[config.mk]
export PLATFORM = sky130hd
export DESIGN_NAME = hazard_ctrl_unit
export DESIGN_NICKNAME = d
export VERILOG_FILES = /design/src/rtl/hazard_pkg.sv /design/src/rtl/load_scoreboard.sv /design/src/rtl/hazard_ctrl_unit.sv
export SDC_FILE = /design/constraint.sdc
export NUM_CORES = 1
export LEC_CHECK = 0
export ABC_AREA = 0
export BUFFER_PORTS_ARGS = -buffer_cell sky130_fd_sc_hd__buf_2
export CAP_MARGIN = 10
export CORE_MARGIN = 2
export CORE_UTILIZATION = 46
export CTS_CLUSTER_SIZE = 25
export DETAILED_ROUTE_END_ITERATION = 10
export PLACE_DENSITY_LB_ADDON = 0.05
export SYNTH_ARGS = -nofsm -noshare
export SYNTH_HDL_FRONTEND = slang
export SYNTH_SLANG_ARGS = --single-unit
[constraint.sdc]
create_clock -name clk -period 2.78 [get_ports clk]
set_clock_uncertainty 0.15 [all_clocks]
set_input_delay 0.278 -clock clk [delete_from_list [all_inputs] [get_ports clk]]
set_output_delay 0.278 -clock clk [all_outputs]
set_load 0.005 [all_outputs]
[src/rtl/hazard_pkg.sv]
// Shared types and constants for the pipeline hazard controller.
// The scoreboard entry type is {valid, tag} at the default register width.
package hazard_pkg;

    localparam int unsigned DEFAULT_REG_AW = 5;
    localparam int unsigned ZERO_REG       = 0;

    typedef struct packed {
        logic                      valid;
        logic [DEFAULT_REG_AW-1:0] tag;
    } sb_entry_t;

    typedef enum logic [1:0] {
        ACT_RUN,
        ACT_FREEZE,
        ACT_FLUSH,
        ACT_STALL
    } hz_action_t;

endpackage

[src/rtl/load_scoreboard.sv]
// Shift register of in-flight load destinations (ages 1..LOAD_LAT-1) plus
// per-source match against those entries and the live EX load (age 0).
module load_scoreboard
    import hazard_pkg::*;
#(
    parameter int unsigned REG_AW   = DEFAULT_REG_AW,
    parameter int unsigned LOAD_LAT = 1
) (
    input  logic              clk,
    input  logic              rst_n,
    input  logic              shift_en,
    input  logic              ex_valid,
    input  logic              ex_mem_read,
    input  logic [REG_AW-1:0] ex_rd,
    input  logic [REG_AW-1:0] rs_id,
    input  logic [REG_AW-1:0] rt_id,
    output logic              rs_match,
    output logic              rt_match
);

    typedef struct packed {
        logic              valid;
        logic [REG_AW-1:0] tag;
    } entry_t;

    // Element 0 holds age 1; LOAD_LAT=1 keeps a single constant-empty slot.
    localparam int unsigned DEPTH = (LOAD_LAT > 1) ? LOAD_LAT - 1 : 1;

    entry_t sb_q [DEPTH];
    logic   rs_hit;
    logic   rt_hit;
    logic   age0_valid;

    generate
        if (LOAD_LAT > 1) begin : g_regs
            always_ff @(posedge clk or negedge rst_n) begin
                if (!rst_n) begin
                    for (int unsigned k = 0; k < DEPTH; k++) begin
                        sb_q[k] <= '0;
                    end
                end else if (shift_en) begin
                    sb_q[0].valid <= ex_valid & ex_mem_read & (ex_rd != REG_AW'(ZERO_REG));
                    sb_q[0].tag   <= ex_rd;
                    for (int unsigned k = 1; k < DEPTH; k++) begin
                        sb_q[k] <= sb_q[k-1];
                    end
                end
            end
        end else begin : g_none
            logic unused_ok;
            assign unused_ok = ^{clk, rst_n, shift_en};
            assign sb_q[0]   = '0;
        end
    endgenerate

    assign age0_valid = ex_valid & ex_mem_read;

    always_comb begin
        rs_hit = age0_valid & (ex_rd == rs_id);
        rt_hit = age0_valid & (ex_rd == rt_id);
        for (int unsigned k = 0; k < DEPTH; k++) begin
            if (sb_q[k].valid) begin
                rs_hit = rs_hit | (sb_q[k].tag == rs_id);
                rt_hit = rt_hit | (sb_q[k].tag == rt_id);
            end
        end
        rs_match = rs_hit & (rs_id != REG_AW'(ZERO_REG));
        rt_match = rt_hit & (rt_id != REG_AW'(ZERO_REG));
    end

endmodule

[src/rtl/hazard_ctrl_unit.sv]
// Pipeline hazard controller: arbitrates memory freeze, taken-branch flush and
// load-use stall, and keeps a saturating count of load-use stall cycles.
module hazard_ctrl_unit
    import hazard_pkg::*;
#(
    parameter int unsigned REG_AW   = DEFAULT_REG_AW,
    parameter int unsigned LOAD_LAT = 1,
    parameter int unsigned CNT_W    = 16
) (
    input  logic              clk,
    input  logic              rst_n,
    input  logic              id_valid,
    input  logic [REG_AW-1:0] rs_id,
    input  logic [REG_AW-1:0] rt_id,
    input  logic              rs_used,
    input  logic              rt_used,
    input  logic              ex_valid,
    input  logic              ex_mem_read,
    input  logic [REG_AW-1:0] ex_rd,
    input  logic              branch_taken,
    input  logic              mem_busy,
    input  logic              stat_clr,
    output logic              pc_write_en,
    output logic              ifid_write_en,
    output logic              ifid_flush,
    output logic              idex_bubble,
    output logic [CNT_W-1:0]  stall_count
);

    logic       rs_match;
    logic       rt_match;
    logic       hz;
    logic       shift_en;
    hz_action_t action;

    assign shift_en = ~mem_busy;

    load_scoreboard #(
        .REG_AW   (REG_AW),
        .LOAD_LAT (LOAD_LAT)
    ) u_scoreboard (
        .clk         (clk),
        .rst_n       (rst_n),
        .shift_en    (shift_en),
        .ex_valid    (ex_valid),
        .ex_mem_read (ex_mem_read),
        .ex_rd       (ex_rd),
        .rs_id       (rs_id),
        .rt_id       (rt_id),
        .rs_match    (rs_match),
        .rt_match    (rt_match)
    );

    assign hz = id_valid & ((rs_used & rs_match) | (rt_used & rt_match));

    always_comb begin
        action = ACT_RUN;
        if (mem_busy) begin
            action = ACT_FREEZE;
        end else if (branch_taken) begin
            action = ACT_FLUSH;
        end else if (hz) begin
            action = ACT_STALL;
        end
    end

    always_comb begin
        pc_write_en   = 1'b1;
        ifid_write_en = 1'b1;
        ifid_flush    = 1'b0;
        idex_bubble   = 1'b0;
        case (action)
            ACT_FREEZE: begin
                pc_write_en   = 1'b0;
                ifid_write_en = 1'b0;
            end
            ACT_FLUSH: begin
                ifid_flush  = 1'b1;
                idex_bubble = 1'b1;
            end
            ACT_STALL: begin
                pc_write_en   = 1'b0;
                ifid_write_en = 1'b0;
                idex_bubble   = 1'b1;
            end
            default: ;
        endcase
    end

    always_ff @(posedge clk or negedge rst_n) begin
        if (!rst_n) begin
            stall_count <= '0;
        end else if (stat_clr) begin
            stall_count <= '0;
        end else if ((action == ACT_STALL) && (stall_count != '1)) begin
            stall_count <= stall_count + 1'b1;
        end
    end

endmodule

==> run metrics <==
Syn. warnings=0; worst reg2reg path depth=7; first-pass GRT wire length=4.55 mm; CP Capture Type=flop; CTS tree=done; VDD IR max=0.000255 V; IO Port Bufs=44; final setup fails=0; outcome=finished, final reports clean; clk buf depth=2; post-synth top area share=0.343; diode count=0; Pwr Total=0.453 mW; worst slew pin tran=0.369 ns; synthesized area=0.00117 mm^2; post-detail-place hpwl=2.16 mm; Largest register FFs=16; core area=0.00243 mm^2; CP max stage delay=0.49 ns; r2r startpoint=stall_count[0]; top post-synthesis cells by area=dfrtp_1 (34%), xor2_1 (6.8%), a21oi_1 (5.1%); share of layout cells above drive strength 1=0.339; grt ovf=0; Worst path slowest cell=or4_1; min Tclk post-route=2.37 ns; clk_lat worst skew=0.29 ns; clk slew on worst S/H paths=0.09 ns; ANT nets after route=0; worst path required time=2.84 ns; Final Util=0.583; fin cells=204; Hold Startpoint=stat_clr; CTS Buf Count=3; flop2flop setup slack=0.41 ns; Initial Util=0.480; PostCTS Resize Cnt=0; Post-synth EDFFs=0; fin crit share=0.851; Mean Syn Cell Area=8.91 um^2; P_leak=0.647 nW; largest register by flop count=stall_count; die extent in y=54.4 um; drt drc=0; TritonCTS sink count=16; H-Tree Depth=1; WL met2=1.35 mm; post-synthesis register bit count=16; Slew headroom=0.754; Final Hold Viols=0; Final #Nets=201; crit path DAT=2.43 ns; Ports=45; top layer in use=met4; R2R Path End=stall_count[9]; Pins Over Slew Limit=0; Max Freq=0.423 GHz; asr flop ratio synth=1.00; placed inst area=0.00137 mm^2; hold depth=2; Clock Root Buffer=clkbuf_4; area leader, netlist=dfrtp_1; post-synthesis sequential area ratio=0.343; GRT Util Overall=0.212; vias per inst=5.83; TritonRoute pass-1 iters=4; synthesized instance count=131; Setup TNS=0 ns; fin area=0.00142 mm^2; initial DRC count=27; worst hold path class=input port to flop; PD cells=320 mW/mm^2; met1 WL=1.25 mm; Crit Path Max Fanout=24; Post-Place Cells=199; Routed WL=2.79 mm; max cap viols=0; DIE AREA=0.00296 mm^2; type of origin of the critical path=flop; Die Span X=54.4 um; Cell Chain, Critical Path=ha_1, nand3_1, or2_1, or3_4, a21bo_4, or4_1, a21oi_1; P&R area growth vs syn=21.4%; pin count of the biggest net entering global routing=25; via count=1,189; # rows=18; ys flop type=dfrtp_1; hold path endpoint=stall_count[10]; Yosys cell types=42; initial antenna violation count=0; RSZ-0062 raised after global routing=no; vias in the first global route=1,049; gpl congestion=0.833; drt wl/cell=13.7 um; largest registers=stall_count x16; Net Count, Synth=157; met3 WL=171 um; crit path kind=flop to flop
## how the worst max path moves through the flow
stage | startpoint | to | slack, ns | cells after the start
3_3_place_gp | stall_count[0] | stall_count[10] | 0.52 | 7
6_report | stall_count[0] | stall_count[9] | 0.41 | 7
5_1_grt | stall_count[0] | stall_count[13] | 0.22 | 7
3_5_place_dp | stall_count[0] | stall_count[10] | 0.43 | 7
2_1_floorplan | stall_count[0] | stall_count[11] | 0.43 | 9
4_1_cts | stall_count[0] | stall_count[9] | 0.40 | 7
## layer usage
| metal | GRT usage | vias up |
|---|---|---|
| li1 | - | 587 |
| met1 | 0.269 | 556 |
| met2 | 0.359 | 42 |
| met3 | 0.0355 | 4 |
| met4 | 0.0750 | 0 |
| met5 | 0 | - |
## report_power, final
part	switching, mW	internal (mW)
sequential	0.0000341	0.233
clock	0.0767	0.0798
combinational	0.0369	0.0272
## cells in the mapped netlist, drive strengths merged, types with 2 or more instances
library cell,n
mux2,2
nor2,9
or3,5
o41ai,3
nand4,5
and3,2
or4,5
a31oi,2
or4b,2
nor4,3
nand2,7
nand3,9
o21ai,6
dfrtp,16
nor3,3
xor2,9
or2,4
o31ai,5
inv,3
clkbuf,2
nor2b,2
a21oi,13
buf,5
## worst max-delay path: cells and delay by family (launching register included)
family	cells	cell delay, ns
compound gates	2	0.46
simple gates	4	1.01
fa+ha+maj	1	0.24
flops	1	0.43
## through the flow
step | worst slack, ns | hold slack [ns]
after global routing | 0.225 | 0.238
after CTS | 0.402 | 0.215
after floorplan | 0.428 | -0.168
after detailed placement | 0.432 | 0.0741
final | 0.413 | 0.215
after global placement | 0.523 | 0.0740
## cell usage in the layout (no fill, tap or decap), types with 3 or more instances in the layout
master    synthesis  final
or3_1             4      4
nand3_1           9      9
a21oi_1          12     12
o31ai_1           5      5
nor2_1            8      8
o21ai_1           5      5
nand4_1           5      5
dfrtp_1          16     16
nand2_1           7      7
xor2_1            9      9
inv_1             3      3
buf_2             0     44
o41ai_1           3      3
nor4_1            3      3
or4_1             5      5
clkbuf_4          0      3
## cells by family after synthesis
| logic type | Yosys count | share of synthesized area |
|---|---|---|
| flip-flops | 16 | 0.343 |
| AND/OR/NAND/NOR | 59 | 0.305 |
| XOR/XNOR | 9 | 0.0675 |
| multiplexers | 3 | 0.0279 |
| adder cells (fa/ha/maj) | 1 | 0.0107 |
| AO/OA/AOI/OAI | 33 | 0.183 |
| buffers and inverters | 10 | 0.0622 |
## timing repair
item,CTS,global route
hold endpoints to repair,16,0
setup buffers,0,0
hold buffers,1,0
endpoints found under the setup margin,0,0
## final cells by class
class / instances / area, um^2
inverters: 3 / 11.3
flip-flops and latches: 16 / 400
repair buffers: 46 / 238
multi-input cells: 105 / 694
fillers: 217 / 1010
well taps: 30 / 37.5
clock buffers: 4 / 36.3
(Power assumes the default switching activity.)
